<file path="config.mk">
export PLATFORM = sky130hd
export DESIGN_NAME = hub75_scan_ctrl
export DESIGN_NICKNAME = d
export VERILOG_FILES = /design/src/rtl/hub75_pkg.sv /design/src/rtl/hub75_scan_timer.sv /design/src/rtl/hub75_scan_ctrl.sv
export SDC_FILE = /design/constraint.sdc
export NUM_CORES = 1
export LEC_CHECK = 0
export CORE_MARGIN = 2
export CORE_UTILIZATION = 54
export DETAILED_ROUTE_END_ITERATION = 10
export DONT_BUFFER_PORTS = 1
export GPL_ROUTABILITY_DRIVEN = 0
export GPL_TIMING_DRIVEN = 0
export PLACE_DENSITY = 0.72
export SETUP_SLACK_MARGIN = 0.2
export SLEW_MARGIN = 40
export SYNTH_ARGS = -nofsm -noshare
export SYNTH_HDL_FRONTEND = slang
export SYNTH_SLANG_ARGS = --single-unit
</file>
<file path="constraint.sdc">
create_clock -name clk -period 2.1 [get_ports clk]
set_input_delay 0.105 -clock clk [delete_from_list [all_inputs] [get_ports clk]]
set_output_delay 0.105 -clock clk [all_outputs]
set_load 0.02 [all_outputs]
</file>
<file path="src/rtl/hub75_pkg.sv">
// Shared types and geometry for the HUB75 32x32 scan controller.
package hub75_pkg;

   localparam int COLS      = 32;
   localparam int ROW_PAIRS = 16;
   localparam int PIXEL_W   = 3;
   localparam int COL_W     = $clog2(COLS);
   localparam int ROW_W     = $clog2(ROW_PAIRS);

   typedef enum logic [2:0] {
      IDLE,
      PREFETCH,
      SHIFT,
      BLANK,
      LATCH,
      DISPLAY,
      FRAME_END
   } scan_state_t;

endpackage

</file>
<file path="src/rtl/hub75_scan_timer.sv">
// Loadable down-counter shared by the PREFETCH, BLANK and DISPLAY phases.
module scan_timer
   import hub75_pkg::*;
#(
   parameter int W = 5
) (
   input  logic         clk,
   input  logic         reset,
   input  logic         load,
   input  logic [W-1:0] load_val,
   output logic         done
);

   logic [W-1:0] cnt;

   always_ff @(posedge clk) begin
      if (reset)
         cnt <= '0;
      else if (load)
         cnt <= load_val;
      else if (cnt != '0)
         cnt <= cnt - 1'b1;
   end

   assign done = (cnt == '0);

endmodule

</file>
<file path="src/rtl/hub75_scan_ctrl.sv">
// HUB75 scan scheduler: per row pair it prefetches, shifts COLS pixels,
// blanks, latches and displays; frame-boundary buffer swap via req/ack.
module hub75_scan_ctrl #(
   parameter int COLS         = hub75_pkg::COLS,
   parameter int ROW_PAIRS    = hub75_pkg::ROW_PAIRS,
   parameter int BLANK_CYCLES = 2,
   parameter int DISP_CYCLES  = 26
) (
   input  logic                                  clk,
   input  logic                                  reset,
   input  logic                                  en,
   input  logic [$clog2(ROW_PAIRS+1)-1:0]        row_limit,
   output logic [$clog2(COLS)-1:0]               rd_col,
   output logic [$clog2(ROW_PAIRS)-1:0]          rd_row,
   output logic                                  buf_sel,
   input  logic [hub75_pkg::PIXEL_W-1:0]         rd_data0,
   input  logic [hub75_pkg::PIXEL_W-1:0]         rd_data1,
   input  logic                                  swap_req,
   output logic                                  swap_ack,
   output logic [hub75_pkg::PIXEL_W-1:0]         rgb0,
   output logic [hub75_pkg::PIXEL_W-1:0]         rgb1,
   output logic                                  clk_out,
   output logic                                  latch,
   output logic                                  oe,
   output logic [$clog2(ROW_PAIRS)-1:0]          row_out,
   output logic                                  frame_done
);
   import hub75_pkg::*;

   localparam int CW   = $clog2(COLS);
   localparam int RW   = $clog2(ROW_PAIRS);
   localparam int LW   = $clog2(ROW_PAIRS + 1);
   localparam int TMAX = (BLANK_CYCLES > DISP_CYCLES) ? BLANK_CYCLES : DISP_CYCLES;
   localparam int TW   = $clog2(TMAX + 1);

   scan_state_t   state, nxt;
   logic [LW-1:0] active, limit_clip;
   logic [RW-1:0] row_cnt;
   logic [CW-1:0] col;
   logic          phase;
   logic          tmr_load, tmr_done;
   logic [TW-1:0] tmr_val;
   logic          last_row, shift_end, aborting;

   scan_timer #(.W(TW)) u_timer (
      .clk      (clk),
      .reset    (reset),
      .load     (tmr_load),
      .load_val (tmr_val),
      .done     (tmr_done)
   );

   assign limit_clip = (row_limit > LW'(ROW_PAIRS)) ? LW'(ROW_PAIRS) : row_limit;
   assign last_row   = (LW'(row_cnt) == active - LW'(1));
   assign shift_end  = phase && (col == CW'(COLS - 1));
   assign aborting   = (state != IDLE) && !en;

   assign frame_done = (state == FRAME_END) && en;
   assign swap_ack   = frame_done && swap_req;
   assign rd_row     = row_cnt;
   assign rd_col     = (state == SHIFT) ? col + 1'b1 : '0;

   // Timer is loaded on the edge entering a timed state, so it holds N-1 there.
   always_comb begin
      nxt      = state;
      tmr_load = 1'b0;
      tmr_val  = '0;
      if (aborting)
         nxt = IDLE;
      else begin
         case (state)
            IDLE: if (en) begin
               if (limit_clip != '0) begin
                  nxt      = PREFETCH;
                  tmr_load = 1'b1;
                  tmr_val  = TW'(1);
               end else
                  nxt = FRAME_END;
            end
            PREFETCH: if (tmr_done) nxt = SHIFT;
            SHIFT: if (shift_end) begin
               nxt      = BLANK;
               tmr_load = 1'b1;
               tmr_val  = TW'(BLANK_CYCLES - 1);
            end
            BLANK: if (tmr_done) nxt = LATCH;
            LATCH: begin
               nxt      = DISPLAY;
               tmr_load = 1'b1;
               tmr_val  = TW'(DISP_CYCLES - 1);
            end
            DISPLAY: if (tmr_done) begin
               if (last_row)
                  nxt = FRAME_END;
               else begin
                  nxt      = PREFETCH;
                  tmr_load = 1'b1;
                  tmr_val  = TW'(1);
               end
            end
            FRAME_END: nxt = IDLE;
            default:   nxt = IDLE;
         endcase
      end
   end

   always_ff @(posedge clk) begin
      if (reset) begin
         state   <= IDLE;
         active  <= '0;
         row_cnt <= '0;
         col     <= '0;
         phase   <= 1'b0;
         buf_sel <= 1'b0;
      end else begin
         state <= nxt;
         if (state == IDLE && en)
            active <= limit_clip;
         if (nxt == IDLE)
            row_cnt <= '0;
         else if (state == DISPLAY && nxt == PREFETCH)
            row_cnt <= row_cnt + 1'b1;
         if (state == SHIFT && nxt == SHIFT) begin
            phase <= ~phase;
            if (phase)
               col <= col + 1'b1;
         end else begin
            phase <= 1'b0;
            col   <= '0;
         end
         if (swap_ack)
            buf_sel <= ~buf_sel;
      end
   end

   // Panel pins are registered from the next state so they line up with it.
   always_ff @(posedge clk) begin
      if (reset) begin
         rgb0    <= '0;
         rgb1    <= '0;
         clk_out <= 1'b0;
         latch   <= 1'b0;
         oe      <= 1'b1;
         row_out <= '0;
      end else begin
         clk_out <= (state == SHIFT) && (nxt == SHIFT) && !phase;
         latch   <= (nxt == LATCH);
         oe      <= (nxt != DISPLAY);
         if (state == LATCH && nxt == DISPLAY)
            row_out <= row_cnt;
         if (aborting) begin
            rgb0 <= '0;
            rgb1 <= '0;
         end else if ((state == PREFETCH && tmr_done) || (state == SHIFT && phase)) begin
            rgb0 <= rd_data0;
            rgb1 <= rd_data1;
         end
      end
   end

endmodule

</file>
==> results.py, run 1 <==
metrics = {
    "logic_synthesis": {
        "synth_area_leaders": "dfxtp_1 37%, mux2i_1 6.4%, nor2_1 6.3%",
        "ys_types": 50,
        "synth_top_cell_area_share_pct": 36.6,
        "synthesis.area_sq_um": 2020,
        "synth_commonest_cells": "37 x dfxtp_1, 34 x nor2_1, 13 x a21oi_1, 13 x mux2i_1, 12 x nand2_1",
        "synth_most_common_cell": "dfxtp_1",
        "avgSynthCellArea_sq_um": 8.95,
        "synth_edf_count": 0,
        "ys_seq_elements": 37,
        "synth_cells": 226,
        "syn_nets": 246,
        "yosysWarnings": 0,
        "ys.flop_type": "dfxtp_1",
        "ys_seq_area_share_pct": 36.6,
        "synth_top_area_cell": "dfxtp_1",
        "synthArstFlopShare_pct": 0,
    },
    "clocking": {
        "cts_made_buffers": 5,
        "path_clk_slew_ns": 0.08,
        "cts-root-buf": "clkbuf_8",
        "insertion_delay_ns": 0.30,
        "clock_sinks": 37,
        "htree_levels": 2,
        "clk_path_buf_depth": 2,
        "tritoncts": "done",
    },
    "worst_setup_path": {
        "critPathMaxFanout": 9,
        "end_kind": "register",
        "worst-endpoint-arrival_ns": 2.63,
        "critPathLaunchType": "register",
        "cp.required_ns": 2.34,
        "path_class": "register to register",
    },
    "die": {
        "die_x_um": 65.2,
        "rows": 22,
        "start_util_pct": 55.7,
        "boundaryPins": 40,
        "core_sq_um": 3630,
        "dieArea_sq_um": 4250,
        "die_h_um": 65.2,
    },
    "power_and_ir_drop": {
        "finalPower_mw": 2.88,
        "power_density_nw_per_um2": 1070,
        "ir_drop_mv": 0.573,
        "power.static_leakage_nw": 0.982,
    },
    "timing": {
        "worst_slack_ns": -0.292,
        "rsz0062_at_grt": "yes",
        "slew_viol_final": 0,
        "period_share_pct": 114,
        "worst_clock_skew_ns": 0.00730,
        "fin_crit_ns": 2.39,
        "finalSetupViolCount": 13,
        "fmax_ghz": 0.418,
        "relSlewSlack_pct": 58.5,
        "hold_viol_final": 0,
        "worst_pin_slew_ns": 0.623,
    },
    "final_layout": {
        "fin_nets": 282,
        "diodes": 0,
        "fillCellCount": 267,
        "fin_cells": 311,
        "syn2layout_area_growth_pct": 32.6,
        "layout-drive-gt1-share_pct": 33.1,
    },
    "min_path": {
        "min_path_type": "primary input to register",
    },
    "grt": {
        "overflow": 0,
        "antenna_found_initial": 0,
        "grt_max_degree": 14,
        "grt_pass1_wl_mm": 7.82,
        "grt_pass1_vias": 1691,
        "track_usage_pct": 23.7,
    },
    "drt": {
        "postRouteWirelength_mm": 5.58,
        "drtIter0Drc": 124,
        "num_vias": 1862,
        "via_per_inst": 5.99,
        "drc": 0,
        "ant_nets": 0,
        "first_pass_iters": 4,
        "wl_per_cell_um": 17.9,
    },
    "run_status": {
        "status": "finished, violations left",
        "violations": "negative setup slack",
    },
    "job": {
        "max_cap_violations": 0,
    },
    "place": {
        "hpwl_mm": 3.11,
        "dpl.cell_count": 274,
        "io_buffers": 0,
        "place_ws_ns": -0.291,
    },
}
-- layer usage --
layer / track usage (%) / wire [um]
met1: 30.1 / 2150
met2: 38.6 / 2770
met3: 6.51 / 470
met4: 8.33 / 193
met5: 0 / 0
-- critical path: stages, from the launching register on --
cell	delay, ns
dfxtp_1	0.30
clkbuf_2	0.20
nor3_1	0.51
a21oi_1	0.19
or2_2	0.37
or4b_4	0.51
buf_8	0.17
nor2_2	0.08
-- cell usage in the layout (no fill, tap or decap), types with 5 or more instances in the layout --
cell type,n
nor2_2,5
dlygate4sd3_1,7
clkbuf_8,5
xor2_1,9
dfxtp_1,31
nor2_4,5
xnor2_1,7
buf_4,22
mux2i_1,13
a21oi_1,13
nor2_1,33
nand2_1,11
-- path summary, 6_finish.rpt --
path                      from  depth (start not counted)  slack (ns)   endpoint
setup / recovery      state[1]                          7       -0.29     col[4]
hold / removal    row_limit[4]                          3        0.02  active[0]
setup reg to reg      state[1]                          7       -0.29     col[4]
hold reg to reg      active[4]                          2        0.54  active[4]
-- cell type report --
class | count | area, sq um | area share [%]
Multi-Input combinational cell | 173 | 1410 | 52.5
Sequential cell | 37 | 753 | 28.1
Timing Repair Buffer | 29 | 243 | 9.05
Buffer | 11 | 83.8 | 3.13
Clock buffer | 5 | 68.8 | 2.57
Tap cell | 48 | 60.1 | 2.24
Clock inverter | 3 | 46.3 | 1.73
Inverter | 5 | 18.8 | 0.700
-- kinds of logic after synthesis --
logic type	count (synthesis)	synth area share (%)
AND/OR/NAND/NOR	100	27.7
AO/OA/AOI/OAI	38	14.2
flip-flops	37	36.6
XOR/XNOR	16	6.93
buffers and inverters	16	4.51
multiplexers	14	6.99
adder cells (fa/ha/maj)	5	3.09
-- metrics by stage --
step | cell area [sq um] | TNS (ns) | hold slack (ns) | util (%)
6_report | 2680 | -2.35 | 0.0168 | 73.8
2_1_floorplan | 2060 | -0.580 | 0.252 | -
3_3_place_gp | 2120 | -3.04 | 0.257 | 58.2
4_1_cts | 2420 | -1.49 | 0.0135 | 66.7
5_1_grt | 2680 | -3.67 | 0.0295 | 73.8
3_5_place_dp | 2120 | -3.47 | 0.269 | 58.4
-- where the power goes --
part           internal, mW  total [mW]  switching, mW
sequential            0.780       0.879         0.0987
clock                 0.355       0.630          0.275
combinational         0.656        1.37          0.716
total                  1.79        2.88           1.09
-- timing repair --
action,4_1_cts,5_1_grt
setup buffers,10,12
endpoints found under the hold margin,7,0
pin swaps,6,19
hold buffers,7,0
setup endpoints to repair,25,30
resized for setup,12,33
-- flip-flops by register name, indices dropped and copies added, names as in the netlist --
| name | count |
|---|---|
| rgb1 | 3 |
| rd_row | 4 |
| clk_out | 1 |
| u_timer.cnt | 5 |
| col | 5 |
| state | 3 |
| latch | 1 |
| buf_sel | 1 |
| row_out | 4 |
| rgb0 | 3 |
| active | 5 |
| phase | 1 |
| oe | 1 |
Power figures use the tool's default switching activity.
==> run 2, diff against run 1 <==
--- a/config.mk
+++ b/config.mk
@@ -7,6 +7,7 @@
 export LEC_CHECK = 0
 export CORE_MARGIN = 2
 export CORE_UTILIZATION = 54
+export CTS_CLUSTER_SIZE = 20
 export DETAILED_ROUTE_END_ITERATION = 10
 export DONT_BUFFER_PORTS = 1
 export GPL_ROUTABILITY_DRIVEN = 0
==> constraint.sdc (replaced) <==
create_clock -name clk -period 2.1 [get_ports clk]
set_input_delay 0 -clock clk [delete_from_list [all_inputs] [get_ports clk]]
set_output_delay 0 -clock clk [all_outputs]
set_load 0.02 [all_outputs]
==> run 2 against run 1 <==
  * The run still ends with negative setup slack left
  * Clock power shrank 1%
  * Clock skew grew 0.0020 ns
  * Register-to-register slack gained 0.08 ns
  * Final cell count grew 1.3%
  * Core utilization grew 1.0 points
  * Non-clock buffer count grew 4
  * Maximum frequency grew 3.2%
  * Setup slack gained 0.075 ns
  * Sequential cell count is the same
  * Global-route usage is essentially flat
  * Die area is the same
  * Clock-buffer cell count is the same
  * Largest power group unchanged
==> results.py, run 2 (same netlist as run 1, synthesis figures left out) <==
metrics = {
    "run_status": {
        "status": "finished, violations left",
        "violations": "negative setup slack",
    },
    "drt": {
        "postRouteWirelength_mm": 5.53,
        "top_layer": "met4",
        "drc": 0,
        "drtIter0Drc": 158,
        "drt-met1-wl_mm": 2.25,
        "wl_per_cell_um": 17.5,
        "first_pass_iters": 4,
        "num_vias": 1841,
        "met2_length_mm": 2.74,
        "ant_nets": 0,
        "via_per_inst": 5.84,
        "wl_met3_um": 381,
    },
    "timing": {
        "fmax_ghz": 0.432,
        "finalSetupViolCount": 15,
        "fin_crit_ns": 2.32,
        "hold_viol_final": 0,
        "slew_viol_final": 0,
        "worst_pin_slew_ns": 0.615,
        "relSlewSlack_pct": 59.0,
        "worst_slack_ns": -0.217,
        "worst_clock_skew_ns": 0.00927,
        "period_share_pct": 110,
        "rsz0062_at_grt": "yes",
    },
    "clocking": {
        "cts-root-buf": "clkbuf_8",
        "insertion_delay_ns": 0.30,
        "tritoncts": "done",
        "htree_levels": 2,
        "cts_made_buffers": 5,
        "clk_path_buf_depth": 2,
        "path_clk_slew_ns": 0.08,
        "clock_sinks": 37,
    },
    "final_layout": {
        "fin_cells": 315,
        "syn2layout_area_growth_pct": 34.4,
        "layout-drive-gt1-share_pct": 34.1,
        "biggestRegsByFlops": "active (5), col (5), u_timer.cnt (5)",
        "fillCellCount": 254,
        "diodes": 0,
        "layout_commonest_cell": "nor2_1",
        "layout_common_cells": "33 x nor2_1, 31 x dfxtp_1, 23 x buf_4, 13 x a21oi_1, 13 x mux2i_1",
        "fin_nets": 286,
    },
    "power_and_ir_drop": {
        "p_clk_share_pct": 21.6,
        "p_int_mw": 1.80,
        "power.static_leakage_nw": 1.01,
        "p_seq_share_pct": 30.4,
        "finalPower_mw": 2.89,
        "switching_power_mw": 1.09,
        "power_density_nw_per_um2": 1060,
        "combPwrFrac_pct": 48.0,
        "netSwitchingFraction_pct": 37.8,
        "ir_drop_mv": 0.570,
    },
    "worst_setup_path": {
        "worst-endpoint-arrival_ns": 2.55,
        "cp.required_ns": 2.34,
        "path_class": "register to register",
        "crit_chain": "inv_2 > ha_4 > or4b_4 > buf_8 > nor2_8 > a31oi_4 > a2bb2oi_4 > or4b_4 > buf_8 > nor2_4",
        "crit_family": "simple AND/OR/NAND/NOR gates",
        "slowest_stage": "or4b_4",
        "crit_buf_inv": 3,
        "critPathLaunchType": "register",
        "end_kind": "register",
        "max_stage_delay_ns": 0.49,
        "critPathMaxFanout": 7,
    },
    "die": {
        "start_util_pct": 55.7,
        "die_x_um": 65.2,
        "die_h_um": 65.2,
        "rows": 22,
        "boundaryPins": 40,
        "core_sq_um": 3630,
        "dieArea_sq_um": 4250,
    },
    "job": {
        "max_cap_violations": 0,
    },
    "grt": {
        "grt_pass1_wl_mm": 7.81,
        "overflow": 0,
        "grt_pass1_vias": 1675,
        "grt_max_degree": 14,
        "antenna_found_initial": 0,
        "track_usage_pct": 23.7,
    },
    "min_path": {
        "min_path_type": "primary input to register",
    },
    "place": {
        "place_ws_ns": -0.291,
        "dpl.cell_count": 274,
        "hpwl_mm": 3.11,
        "io_buffers": 0,
    },
}
==> run 2: final timing paths <==
kind	from	end	cells after the start	slack, ns
setup / recovery	u_timer.cnt[0]	col[0]	10	-0.22
hold / removal	row_limit[2]	active[2]	3	0.008
setup reg to reg	u_timer.cnt[0]	col[0]	10	-0.22
hold reg to reg	active[4]	active[4]	2	0.54
==> run 2: tightest hold or removal path, cell delays in order <==
cell and delay, ns:
nor3b_1 0.11, a21oi_1 0.11, nor2_1 0.04
==> run 2: per-stage QoR <==
step                hold WS [ns]  setup TNS (ns)  util [%]  area (sq um)
global placement           0.152           -3.04      58.2          2120
global route              0.0159           -3.35      74.8          2720
finish                   0.00849           -2.07      74.8          2720
floorplan                  0.147          -0.580         -          2060
CTS                      0.00522           -1.54      67.0          2430
detailed placement         0.164           -3.47      58.4          2120
==> run 2: power by group through the flow <==
stage / clock (mW) / combinational [mW] / sequential (mW)
3_3_place_gp: 0 / 0.912 / 0.880
4_1_cts: 0.634 / 1.07 / 0.869
5_1_grt: 0.666 / 1.47 / 0.885
3_5_place_dp: 0 / 0.929 / 0.882
6_report: 0.624 / 1.39 / 0.878
2_1_floorplan: 0 / 0.783 / 0.868
==> run 2: routing by layer <==
| layer | up-vias | track usage [%] |
|---|---|---|
| li1 | 880 | - |
| met1 | 869 | 30.1 |
| met2 | 75 | 39.5 |
| met3 | 17 | 6.34 |
| met4 | 0 | 7.03 |
| met5 | - | 0 |
==> run 2: layout make-up <==
type	instances	area, sq um	share of cell area (%)
Multi-Input combinational cell	173	1410	51.8
Clock buffer	5	68.8	2.53
Tap cell	48	60.1	2.21
Clock inverter	3	46.3	1.70
Inverter	5	18.8	0.690
Sequential cell	37	751	27.6
Buffer	11	83.8	3.08
Timing Repair Buffer	33	283	10.4
==> run 2: repair_timing <==
item / CTS / global route
buffers inserted: 10 / 15
setup endpoints to repair: 25 / 32
hold buffers: 8 / 0
gates resized for setup: 11 / 36
pin swaps: 6 / 12
endpoints found under the hold margin: 11 / 0
==> run 3, diff against run 2 <==
--- a/config.mk
+++ b/config.mk
@@ -14,6 +14,7 @@
 export GPL_TIMING_DRIVEN = 0
 export PLACE_DENSITY = 0.72
 export SETUP_SLACK_MARGIN = 0.2
+export SKIP_LAST_GASP = 1
 export SLEW_MARGIN = 40
 export SYNTH_ARGS = -nofsm -noshare
 export SYNTH_HDL_FRONTEND = slang
==> run 3 against run 2 <==
  * The flow still finishes with violations (negative setup slack)
  * Final cell count stayed put
  * Setup slack gained 0.0018 ns
  * First-iteration DRC count shrank 7.6%
  * Power about the same
  * Highest routed layer unchanged
==> results.py, run 3 (same netlist as run 1, synthesis figures left out) <==
metrics = {
    "die": {
        "rows": 22,
        "core_sq_um": 3630,
        "die_h_um": 65.2,
        "start_util_pct": 55.7,
        "boundaryPins": 40,
        "die_x_um": 65.2,
        "dieArea_sq_um": 4250,
    },
    "timing": {
        "fmax_ghz": 0.432,
        "worst_pin_slew_ns": 0.610,
        "hold_slack_ns": 0.00810,
        "hold_viol_final": 0,
        "finalSetupViolCount": 16,
        "worst_clock_skew_ns": 0.00915,
        "relSlewSlack_pct": 59.3,
        "rsz0062_at_grt": "yes",
        "fin_crit_ns": 2.32,
        "slew_viol_final": 0,
        "worst_slack_ns": -0.215,
        "setup_tns_ns": -2.04,
        "period_share_pct": 110,
    },
    "worst_setup_path": {
        "crit_chain": "inv_2 > ha_4 > or4b_4 > buf_8 > nor2_8 > a31oi_4 > a2bb2oi_4 > or4b_4 > buf_8 > nor2_4",
        "slowest_stage": "or4b_4",
        "cp.required_ns": 2.34,
        "path_class": "register to register",
        "max_stage_delay_ns": 0.49,
        "r2r_cells": 10,
        "setup.worst_path.start": "u_timer.cnt[0]",
        "worst-endpoint-arrival_ns": 2.55,
        "r2r_slack_ns": -0.22,
        "critPathLaunchType": "register",
        "r2r_start": "u_timer.cnt[0]",
        "end_kind": "register",
        "reg2reg_to": "col[0]",
        "critPathMaxFanout": 7,
    },
    "place": {
        "io_buffers": 0,
        "place_ws_ns": -0.291,
        "hpwl_mm": 3.11,
        "dpl.cell_count": 274,
    },
    "run_status": {
        "violations": "negative setup slack",
        "status": "finished, violations left",
    },
    "clocking": {
        "insertion_delay_ns": 0.30,
        "clock_sinks": 37,
        "cts_made_buffers": 5,
        "clk_path_buf_depth": 2,
        "cts-root-buf": "clkbuf_8",
        "path_clk_slew_ns": 0.08,
        "htree_levels": 2,
        "tritoncts": "done",
    },
    "drt": {
        "ant_nets": 0,
        "drc": 0,
        "met2_length_mm": 2.73,
        "wl_met3_um": 406,
        "postRouteWirelength_mm": 5.52,
        "drt-met1-wl_mm": 2.20,
        "top_layer": "met4",
        "first_pass_iters": 4,
        "wl_per_cell_um": 17.5,
        "num_vias": 1849,
        "drtIter0Drc": 146,
        "via_per_inst": 5.87,
    },
    "min_path": {
        "min_path_type": "primary input to register",
        "min_path_cells": 3,
        "hold_start": "row_limit[2]",
        "hold_end": "active[2]",
    },
    "power_and_ir_drop": {
        "switching_power_mw": 1.09,
        "power.static_leakage_nw": 1.01,
        "p_int_mw": 1.80,
        "ir_drop_mv": 0.571,
        "combPwrFrac_pct": 48.0,
        "power_density_nw_per_um2": 1060,
        "p_seq_share_pct": 30.4,
        "finalPower_mw": 2.88,
        "p_clk_share_pct": 21.6,
        "netSwitchingFraction_pct": 37.7,
    },
    "final_layout": {
        "layout_common_cells": "33 x nor2_1, 31 x dfxtp_1, 23 x buf_4, 13 x a21oi_1, 13 x mux2i_1",
        "syn2layout_area_growth_pct": 34.4,
        "fin_nets": 286,
        "layout-drive-gt1-share_pct": 33.7,
        "layout_commonest_cell": "nor2_1",
        "biggestRegsByFlops": "active (5), col (5), u_timer.cnt (5)",
        "fin_cells": 315,
        "diodes": 0,
        "fillCellCount": 254,
    },
    "grt": {
        "grt_pass1_wl_mm": 7.81,
        "track_usage_pct": 23.7,
        "grt_max_degree": 14,
        "grt_pass1_vias": 1675,
        "overflow": 0,
        "antenna_found_initial": 0,
    },
    "job": {
        "max_cap_violations": 0,
    },
}
[run 3: cell counts in the layout (fill, tap and decap cells not counted)]
No cell type changed its count.
[run 3: cell type report]
type | instances | area (sq um) | share of cell area, %
multi-input cells | 173 | 1410 | 51.8
flip-flops and latches | 37 | 751 | 27.6
repair buffers | 33 | 283 | 10.4
plain buffers | 11 | 83.8 | 3.08
clock buffers | 5 | 68.8 | 2.53
well taps | 48 | 60.1 | 2.21
clock inverters | 3 | 46.3 | 1.70
inverters | 5 | 18.8 | 0.690
[run 3: critical path: cells and delay by family, from the launching register on]
| kind | cells | cell delay (ns) |
|---|---|---|
| and+or+nand+nor | 4 | 1.17 |
| adders and majority gates | 1 | 0.12 |
| DFF | 1 | 0.33 |
| buffers and inverters | 3 | 0.40 |
| AOI/OAI and AO/OA | 2 | 0.23 |
[run 3: worst max-delay path by stage]
stage / to / cells after the start
final: col[0] / 10
after global routing: col[1] / 10
after CTS: col[3] / 10
after detailed placement: col[4] / 9
after global placement: u_timer.cnt[3] / 8
after floorplan: col[1] / 10
[run 3: routing by layer]
layer | up-vias | GRT usage, %
met5 | - | 0
met3 | 19 | 6.34
met2 | 84 | 39.5
met4 | 0 | 7.03
li1 | 881 | -
met1 | 865 | 30.1
[run 3: through the flow]
step           instance area (sq um)  utilization [%]
3_3_place_gp                    2120             58.2
3_5_place_dp                    2120             58.4
4_1_cts                         2430             67.0
5_1_grt                         2720             74.8
2_1_floorplan                   2060                -
6_report                        2720             74.8
[run 3: what timing repair did]
action | CTS | global route
endpoints found under the hold margin | 11 | 0
pin swaps | 6 | 12
resized for setup | 11 | 35
endpoints found under the setup margin | 25 | 32
hold buffers | 8 | 0
buffers inserted | 10 | 15
[run 3: power groups by stage]
stage | Sequential (mW) | Combinational, mW | Clock [mW]
floorplan | 0.868 | 0.783 | 0
global placement | 0.880 | 0.912 | 0
detailed placement | 0.882 | 0.929 | 0
CTS | 0.869 | 1.07 | 0.634
global route | 0.885 | 1.47 | 0.666
finish | 0.877 | 1.38 | 0.623
